## config.mk

```make
export PLATFORM = sky130hd
export DESIGN_NAME = ozy_req_ctrl
export DESIGN_NICKNAME = d
export VERILOG_FILES = /design/src/rtl/ozy_req_ctrl.sv
export SDC_FILE = /design/constraint.sdc
export NUM_CORES = 1
export LEC_CHECK = 0
export ABC_AREA = 0
export CELL_PAD_IN_SITES_DETAIL_PLACEMENT = 0
export CELL_PAD_IN_SITES_GLOBAL_PLACEMENT = 1
export CORE_AREA = 2 2 87 89
export DETAILED_ROUTE_END_ITERATION = 10
export DIE_AREA = 0 0 89 91
export GPL_TIMING_DRIVEN = 0
export HOLD_SLACK_MARGIN = 0.05
export PLACE_DENSITY_LB_ADDON = 0.1
export SYNTH_ARGS = -nofsm -noshare
export SYNTH_HDL_FRONTEND = slang
export SYNTH_SLANG_ARGS = --single-unit
```

## constraint.sdc

```tcl
create_clock -name clk -period 2.6 [get_ports clk]
set_input_delay 0.52 -clock clk [delete_from_list [all_inputs] [get_ports clk]]
set_output_delay 0.52 -clock clk [all_outputs]
set_load 0.02 [all_outputs]
```

## src/rtl/ozy_req_ctrl.sv

```systemverilog
// Request sequencer in front of the OZY RAM: valid/ready request in, setup/strobe/release access, valid/ready response out.
// Optional write readback check is compiled in with `define OZY_CTRL_RDBACK_EN.
module ozy_req_ctrl #(
    parameter int word_size     = 21,
    parameter int word_quantity = 33,
    parameter int AW            = $clog2(word_quantity)
) (
    input  logic                 clk,
    input  logic                 rst_n,
    input  logic                 req_valid,
    output logic                 req_ready,
    input  logic                 req_write,
    input  logic [AW-1:0]        req_addr,
    input  logic [word_size-1:0] req_wdata,
    output logic                 rsp_valid,
    input  logic                 rsp_ready,
    output logic [word_size-1:0] rsp_rdata,
    output logic                 rsp_err,
    output logic [AW-1:0]        mem_addr,
    output logic                 mem_we,
    output logic                 mem_type,
    output logic [word_size-1:0] mem_data_in,
    input  logic [word_size-1:0] mem_data_out
);

`ifdef OZY_CTRL_RDBACK_EN
    typedef enum logic [2:0] {
        IDLE, SETUP, STROBE, RELEASE, RESP, RB_SETUP, RB_STROBE, RB_RELEASE
    } state_t;
`else
    typedef enum logic [2:0] {
        IDLE, SETUP, STROBE, RELEASE, RESP
    } state_t;
`endif

    state_t state;

    function automatic logic addr_in_range(input logic [AW-1:0] a);
        return 32'(a) < 32'(word_quantity);
    endfunction

    always_ff @(posedge clk or negedge rst_n) begin
        if (!rst_n) begin
            state       <= IDLE;
            req_ready   <= 1'b1;
            rsp_valid   <= 1'b0;
            rsp_rdata   <= '0;
            rsp_err     <= 1'b0;
            mem_we      <= 1'b0;
            mem_type    <= 1'b0;
            mem_addr    <= '0;
            mem_data_in <= '0;
        end else begin
            case (state)
                IDLE: begin
                    if (req_valid && req_ready) begin
                        mem_addr    <= req_addr;
                        mem_type    <= req_write;
                        mem_data_in <= req_wdata;
                        req_ready   <= 1'b0;
                        rsp_rdata   <= '0;
                        // Out-of-range requests never touch the RAM.
                        if (!addr_in_range(req_addr)) begin
                            rsp_err   <= 1'b1;
                            rsp_valid <= 1'b1;
                            state     <= RESP;
                        end else begin
                            rsp_err <= 1'b0;
                            state   <= SETUP;
                        end
                    end
                end
                SETUP: begin
                    mem_we <= 1'b1;
                    state  <= STROBE;
                end
                STROBE: begin
                    mem_we <= 1'b0;
                    state  <= RELEASE;
                end
                RELEASE: begin
`ifdef OZY_CTRL_RDBACK_EN
                    if (mem_type) begin
                        mem_type <= 1'b0;
                        state    <= RB_SETUP;
                    end else begin
                        rsp_rdata <= mem_data_out;
                        rsp_valid <= 1'b1;
                        state     <= RESP;
                    end
`else
                    if (!mem_type) begin
                        rsp_rdata <= mem_data_out;
                    end
                    rsp_valid <= 1'b1;
                    state     <= RESP;
`endif
                end
`ifdef OZY_CTRL_RDBACK_EN
                RB_SETUP: begin
                    mem_we <= 1'b1;
                    state  <= RB_STROBE;
                end
                RB_STROBE: begin
                    mem_we <= 1'b0;
                    state  <= RB_RELEASE;
                end
                RB_RELEASE: begin
                    // Write response carries no data; only flag a failed readback.
                    rsp_err   <= (mem_data_out != mem_data_in);
                    rsp_valid <= 1'b1;
                    state     <= RESP;
                end
`endif
                RESP: begin
                    if (rsp_ready) begin
                        rsp_valid <= 1'b0;
                        rsp_err   <= 1'b0;
                        rsp_rdata <= '0;
                        req_ready <= 1'b1;
                        state     <= IDLE;
                    end
                end
                default: begin
                    mem_we    <= 1'b0;
                    rsp_valid <= 1'b0;
                    req_ready <= 1'b1;
                    state     <= IDLE;
                end
            endcase
        end
    end

endmodule

```

==> impl_metrics.csv, run 1 <==
group,metric,value,unit
clocking,clkSinkCount,56,
finish,n_antenna_cell,0,
setup_path,crit_required,2.08,ns
timing,fmax,0.486,GHz
die,boundaryPins,106,
finish,final_common_cell,"clkdlybuf4s50_1",
logic_synthesis,syn-cell-area,2450,um2
finish,synthToLayoutAreaGrowth,55.1,%
logic_synthesis,synthFlopType,"dfrtp_1",
setup_path,worstSetupPathType,"flop to primary output",
timing,finalSetupTns,0,ns
finish,nets,357,
die,start_util,34.3,%
timing,slew_headroom,59.9,%
die,design.core.area,7140,um2
logic_synthesis,seq_area_frac_synth,57.3,%
timing,rsz0062_at_grt,"no",
clocking,h-tree-depth,2,
logic_synthesis,synth-seq-cells,56,
finish,final_cell_mix,"clkdlybuf4s50_1 (104), dfrtp_1 (55), mux2_2 (26), inv_1 (24)",
logic_synthesis,async_flop_share,100,%
setup_path,slowest_stage,"clkdlybuf4s50_1",
place,dpl.cell_count,396,
clocking,cts_buffers,5,
power_and_ir_drop,vdd_drop_max,0.227,mV
logic_synthesis,synth-edff-count,0,
setup_path,crit_path_max_fanout,6,
setup_path,worst_setup_path_end_kind,"primary output",
setup_path,crit_family,"buffers and inverters",
timing,fin_crit_sh,79.1,%
logic_synthesis,synth_cell_type_count,35,
grt,gr-total-overflow,0,
die,row_count,31,
clocking,cts_tree,"done",
grt,grt_pass1_wl,8600,um
routing,drt_iter0_drc,52,
routing,drt-pass1-iter-count,4,
routing,wl_per_cell,13.3,um
logic_synthesis,ys_warn_count,0,
die,die_y,91,um
logic_synthesis,synth.avg_cell_area,12.8,um2
power_and_ir_drop,p_leak,1.69,nW
timing,tightest_slew,0.601,ns
routing,antenna_left,0,
setup_path,crit_buf_inv,1,
setup_path,crit_arrival,1.54,ns
routing,dr_wl_met2,2490,um
grt,grt_pass1_vias,1747,
grt,grt_usage,13.6,%
timing,finClkSkew,0.00777,ns
routing,drc,0,
finish,final_cells,404,
run_status,outcome,"complete, no violations",
timing,slew_viol_final,0,
routing,vias,1775,
place,dp_hpwl,3970,um
place,io_buffers,105,
timing,min_period,2.06,ns
clocking,clk_pin_slew_worst_paths,0.10,ns
routing,wl_met3,476,um
setup_path,cp-start-kind,"flop",
die,die_area,8100,um2
routing,vias_per_cell,4.39,
routing,topRoutingLayerUsed,"met4",
clocking,cts-hold-fix-buffers,0,
clocking,clk_latency,0.31,ns
timing,hold_viol,0,
grt,antenna_found_initial,0,
clocking,postCtsSetupRepairBufs,0,
place,place.gp.congestion,0.697,
clocking,clockBufferDepth,2,
hold_path,hold_path.class,"input pin to async pin",
logic_synthesis,syn_nets,244,
setup_path,cpPeakStageDelay,0.62,ns
logic_synthesis,syn_inst,191,
clocking,cts_resized,0,
grt,grt_max_degree,33,
finish,drive_above_1_share,16.4,%
routing,m1WireLength,2390,um
clocking,clock-root-buffer,"clkbuf_8",
timing,setup_viol,0,
routing,routed_wl,5380,um
power_and_ir_drop,power_density,461,nW/um2
die,die_w,89,um
setup_path,crit_chain,"clkdlybuf4s50_1",
flow_run,max-cap-violations,0,
[worst register-to-register path, cell delays in order (launching register included)]
cell	delay [ns]
dfrtp_1	0.38
buf_6	0.14
or2_0	0.22
buf_6	0.15
nor2_8	0.21
buf_6	0.19
mux2_2	0.35
[report_power, final]
part	switching (mW)	internal, mW	leakage, nW
sequential	0.000514	0.871	0.662
clock	0.286	0.481	0.0784
combinational	0.0345	0.0741	0.952
[routing by layer]
layer  global-route usage (%)  vias up
met2                     20.5       63
met3                     4.91        2
met5                        0        -
li1                         -      861
met1                     18.3      849
met4                     4.10        0
[layout make-up]
type	instances	area, um2
Buffer	10	85.1
Tap cell	99	124
Timing Repair Buffer	106	1070
Sequential cell	56	1400
Clock buffer	5	68.8
Clock inverter	3	90.1
Fill cell	678	3340
Inverter	24	90.1
Multi-Input combinational cell	101	868
[registers in the layout, summed over array words and instances (netlist names)]
register and count:
req_ready 1, rsp_valid 1, mem_type 1, rsp_err 1, mem_addr 6, mem_data_in 21
state 3, mem_we 1, rsp_rdata 21
[synth_stat cells (2+ instances only)]
master    number  area [um2]
a21oi_1        2        10.0
buf_2          2        10.0
buf_6          6        67.6
clkbuf_1       2        7.51
dfrtp_1       55        1380
inv_1         24        90.1
mux2_1         2        22.5
mux2_2        26         293
mux2i_1       21         210
nand2_1       21        78.8
nor2_1         5        18.8
o21ai_0        2        10.0
[final timing paths]
kind                                        startpoint                           to  slack [ns]  cells past startpoint
min                                              rst_n     rsp_rdata[4]$_DFFE_PN0P_        0.20                      1
min reg2reg                mem_data_in[20]$_DFFE_PN0P_  mem_data_in[20]$_DFFE_PN0P_        0.50                      1
max in group asynchronous                        rst_n        req_ready$_DFFE_PN1P_        1.75                      2
max                              req_ready$_DFFE_PN1P_                    req_ready        0.54                      1
min in group clk           mem_data_in[20]$_DFFE_PN0P_  mem_data_in[20]$_DFFE_PN0P_        0.50                      1
max reg2reg                       state[0]$_DFFE_PN0P_   mem_data_in[6]$_DFFE_PN0P_        0.85                      6
[logic make-up after synthesis]
family / share of synthesized area [%]
DFF: 57.3
buffers and inverters: 7.16
xor gates and xnor gates: 0.358
AOI/OAI and AO/OA: 5.32
and+or+nand+nor: 8.34
muxes: 21.5
[through the flow]
step / cell area, um2 / total power, mW / setup slack [ns] / hold slack (ns) / util (%)
final: 3790 / 1.75 / 0.544 / 0.204 / 53.2
after global placement: 3620 / 0.997 / -0.905 / 0.473 / 50.7
after CTS: 3790 / 1.78 / 0.525 / 0.222 / 53.2
after detailed placement: 3640 / 0.999 / 0.420 / 0.478 / 50.9
after floorplan: 2450 / 0.895 / 0.953 / 0.224 / -
after global routing: 3790 / 1.82 / 0.494 / 0.242 / 53.2
Note: power is estimated with default switching activity, not from simulation.
==> run 2: changes to the inputs <==
CORE_AREA = 2 2 91 93   (was 2 2 87 89)
DIE_AREA = 0 0 93 95   (was 0 0 89 91)
clock period = 2.15 ns   (was 2.6 ns; I/O delays follow)
==> run 2 against run 1 <==
Net effect:
- utilization is 6.0 points lower
- worst setup slack worse by 0.35 ns
- die area is 9.1% higher
- worst hold slack worse by 0.13 ns
- flip-flop and latch count stayed put
- global-route usage is 0.43 points lower
- largest cell class unchanged
- cell count is 1.5% higher
- clock skew is 0.00076 ns lower
- first-iteration DRC count is 13% higher
- register-to-register slack worse by 0.43 ns
==> impl_metrics.csv, run 2 (synthesized netlist as in run 1, its figures left out) <==
group,metric,value,unit
clocking,cts_resized,0,
clocking,cts_buffers,5,
clocking,h-tree-depth,2,
finish,final_cells,410,
setup_path,worst_setup_path_end_kind,"primary output",
finish,multi_input_area,868,um2
routing,vias,1755,
flow_run,max-cap-violations,0,
timing,min_period,1.96,ns
setup_path,crit_family,"buffers and inverters",
routing,drc,0,
timing,tightest_slew,0.503,ns
power_and_ir_drop,p_leak,1.67,nW
power_and_ir_drop,p_seq_share,59.1,%
place,place.gp.congestion,0.697,
place,dpl.cell_count,402,
routing,drt-pass1-iter-count,4,
grt,gr-total-overflow,0,
timing,timing.hold.ws,0.0772,ns
finish,final_common_cell,"clkdlybuf4s50_1",
finish,largestRegisters,"mem_data_in (21), rsp_rdata (21), mem_addr (6)",
die,row_count,33,
power_and_ir_drop,p_comb_share,7.4,%
run_status,outcome,"complete, no violations",
clocking,cts_tree,"done",
routing,vias_per_cell,4.28,
power_and_ir_drop,power_density,477,nW/um2
finish,drive_above_1_share,16.4,%
die,start_util,30.9,%
grt,grt_pass1_wl,9110,um
timing,finClkSkew,0.00700,ns
die,die_y,95,um
grt,grt_pass1_vias,1860,
power_and_ir_drop,p_sw,382,uW
timing,setup_viol,0,
die,die_area,8840,um2
timing,slew_headroom,66.5,%
grt,grt_max_degree,37,
power_and_ir_drop,switching_share,21.4,%
setup_path,cpPeakStageDelay,0.62,ns
timing,hold_viol,0,
finish,fill_cells,794,
finish,final_cell_mix,"clkdlybuf4s50_1 (104), dfrtp_1 (55), mux2_2 (26), inv_1 (24)",
place,io_buffers,105,
finish,n_antenna_cell,0,
clocking,clkSinkCount,56,
clocking,clockBufferDepth,2,
finish,nets,357,
clocking,clk_pin_slew_worst_paths,0.10,ns
hold_path,hold_path.class,"input pin to async pin",
timing,fmax,0.511,GHz
setup_path,crit_arrival,1.53,ns
timing,rsz0062_at_grt,"no",
clocking,postCtsSetupRepairBufs,0,
routing,wl_per_cell,13.6,um
setup_path,r2r_slack,0.42,ns
die,boundaryPins,106,
clocking,clk_latency,0.31,ns
power_and_ir_drop,vdd_drop_max,0.237,mV
timing,slew_viol_final,0,
clocking,cts-hold-fix-buffers,0,
power_and_ir_drop,p_int,1.40,mW
setup_path,worstSetupPathType,"flop to primary output",
finish,synthToLayoutAreaGrowth,52.7,%
setup_path,crit_path_max_fanout,6,
die,die_w,93,um
place,dp_hpwl,4120,um
die,design.core.area,7930,um2
routing,drt_iter0_drc,59,
grt,grt_usage,13.2,%
routing,routed_wl,5560,um
grt,antenna_found_initial,0,
routing,antenna_left,0,
setup_path,crit_chain,"clkdlybuf4s50_1",
setup_path,slowest_stage,"clkdlybuf4s50_1",
power_and_ir_drop,pwr-share-clk,33.5,%
setup_path,cp-start-kind,"flop",
timing,fin_crit_sh,91.0,%
clocking,clock-root-buffer,"clkbuf_8",
setup_path,crit_buf_inv,1,
finish,register_area,1400,um2
setup_path,crit_required,1.72,ns
==> run 2: cell types whose count changed in the layout (fill, tap and decap cells not counted) <==
cell | before | now
bufinv_16 | 3 | 0
clkbuf_8 | 5 | 6
clkinv_2 | 0 | 2
==> run 2: layer usage <==
metal  vias to the layer above  wire length [um]  track usage (%)
met1                       829              2500             17.3
met4                         0                34             3.68
li1                        856                 -                -
met5                         -                 0                0
met3                         4               467             5.03
met2                        66              2560             20.4
==> run 2: path summary, 6_finish.rpt <==
check	start	endpoint	cells past startpoint
worst max-delay path	req_ready$_DFFE_PN1P_	req_ready	1
worst min-delay path	rst_n	rsp_valid$_DFFE_PN0P_	1
worst max register to register	state[0]$_DFFE_PN0P_	mem_data_in[16]$_DFFE_PN0P_	6
worst min register to register	mem_data_in[20]$_DFFE_PN0P_	mem_data_in[20]$_DFFE_PN0P_	1
max in group asynchronous	rst_n	req_ready$_DFFE_PN1P_	2
min in group clk	mem_data_in[20]$_DFFE_PN0P_	mem_data_in[20]$_DFFE_PN0P_	1
==> run 2: final cells by class <==
class                           count  area share [%]
Timing Repair Buffer              106            28.5
Clock inverter                      2           0.268
Tap cell                          105            3.52
Clock buffer                        6            2.21
Sequential cell                    56            37.5
Inverter                           24            2.41
Multi-Input combinational cell    101            23.2
Buffer                             10            2.28
==> run 2: stage by stage <==
step | utilization [%] | TNS [ns] | cell area [um2] | power [mW] | worst slack, ns
2_1_floorplan | - | 0 | 2450 | 1.08 | 0.542
3_3_place_gp | 45.8 | -73.13 | 3630 | 1.21 | -1.32
3_5_place_dp | 46.0 | 0 | 3640 | 1.21 | 0.0623
4_1_cts | 47.1 | 0 | 3740 | 1.83 | 0.166
5_1_grt | 47.1 | 0 | 3740 | 1.88 | 0.137
6_report | 47.1 | 0 | 3740 | 1.78 | 0.194
==> run 2: power by group through the flow <==
stage,Combinational [mW],Clock [mW],Sequential (mW)
after floorplan,0.00596,0,1.08
after global placement,0.131,0,1.08
after detailed placement,0.135,0,1.07
after CTS,0.136,0.640,1.05
after global routing,0.144,0.681,1.05
final,0.132,0.597,1.05
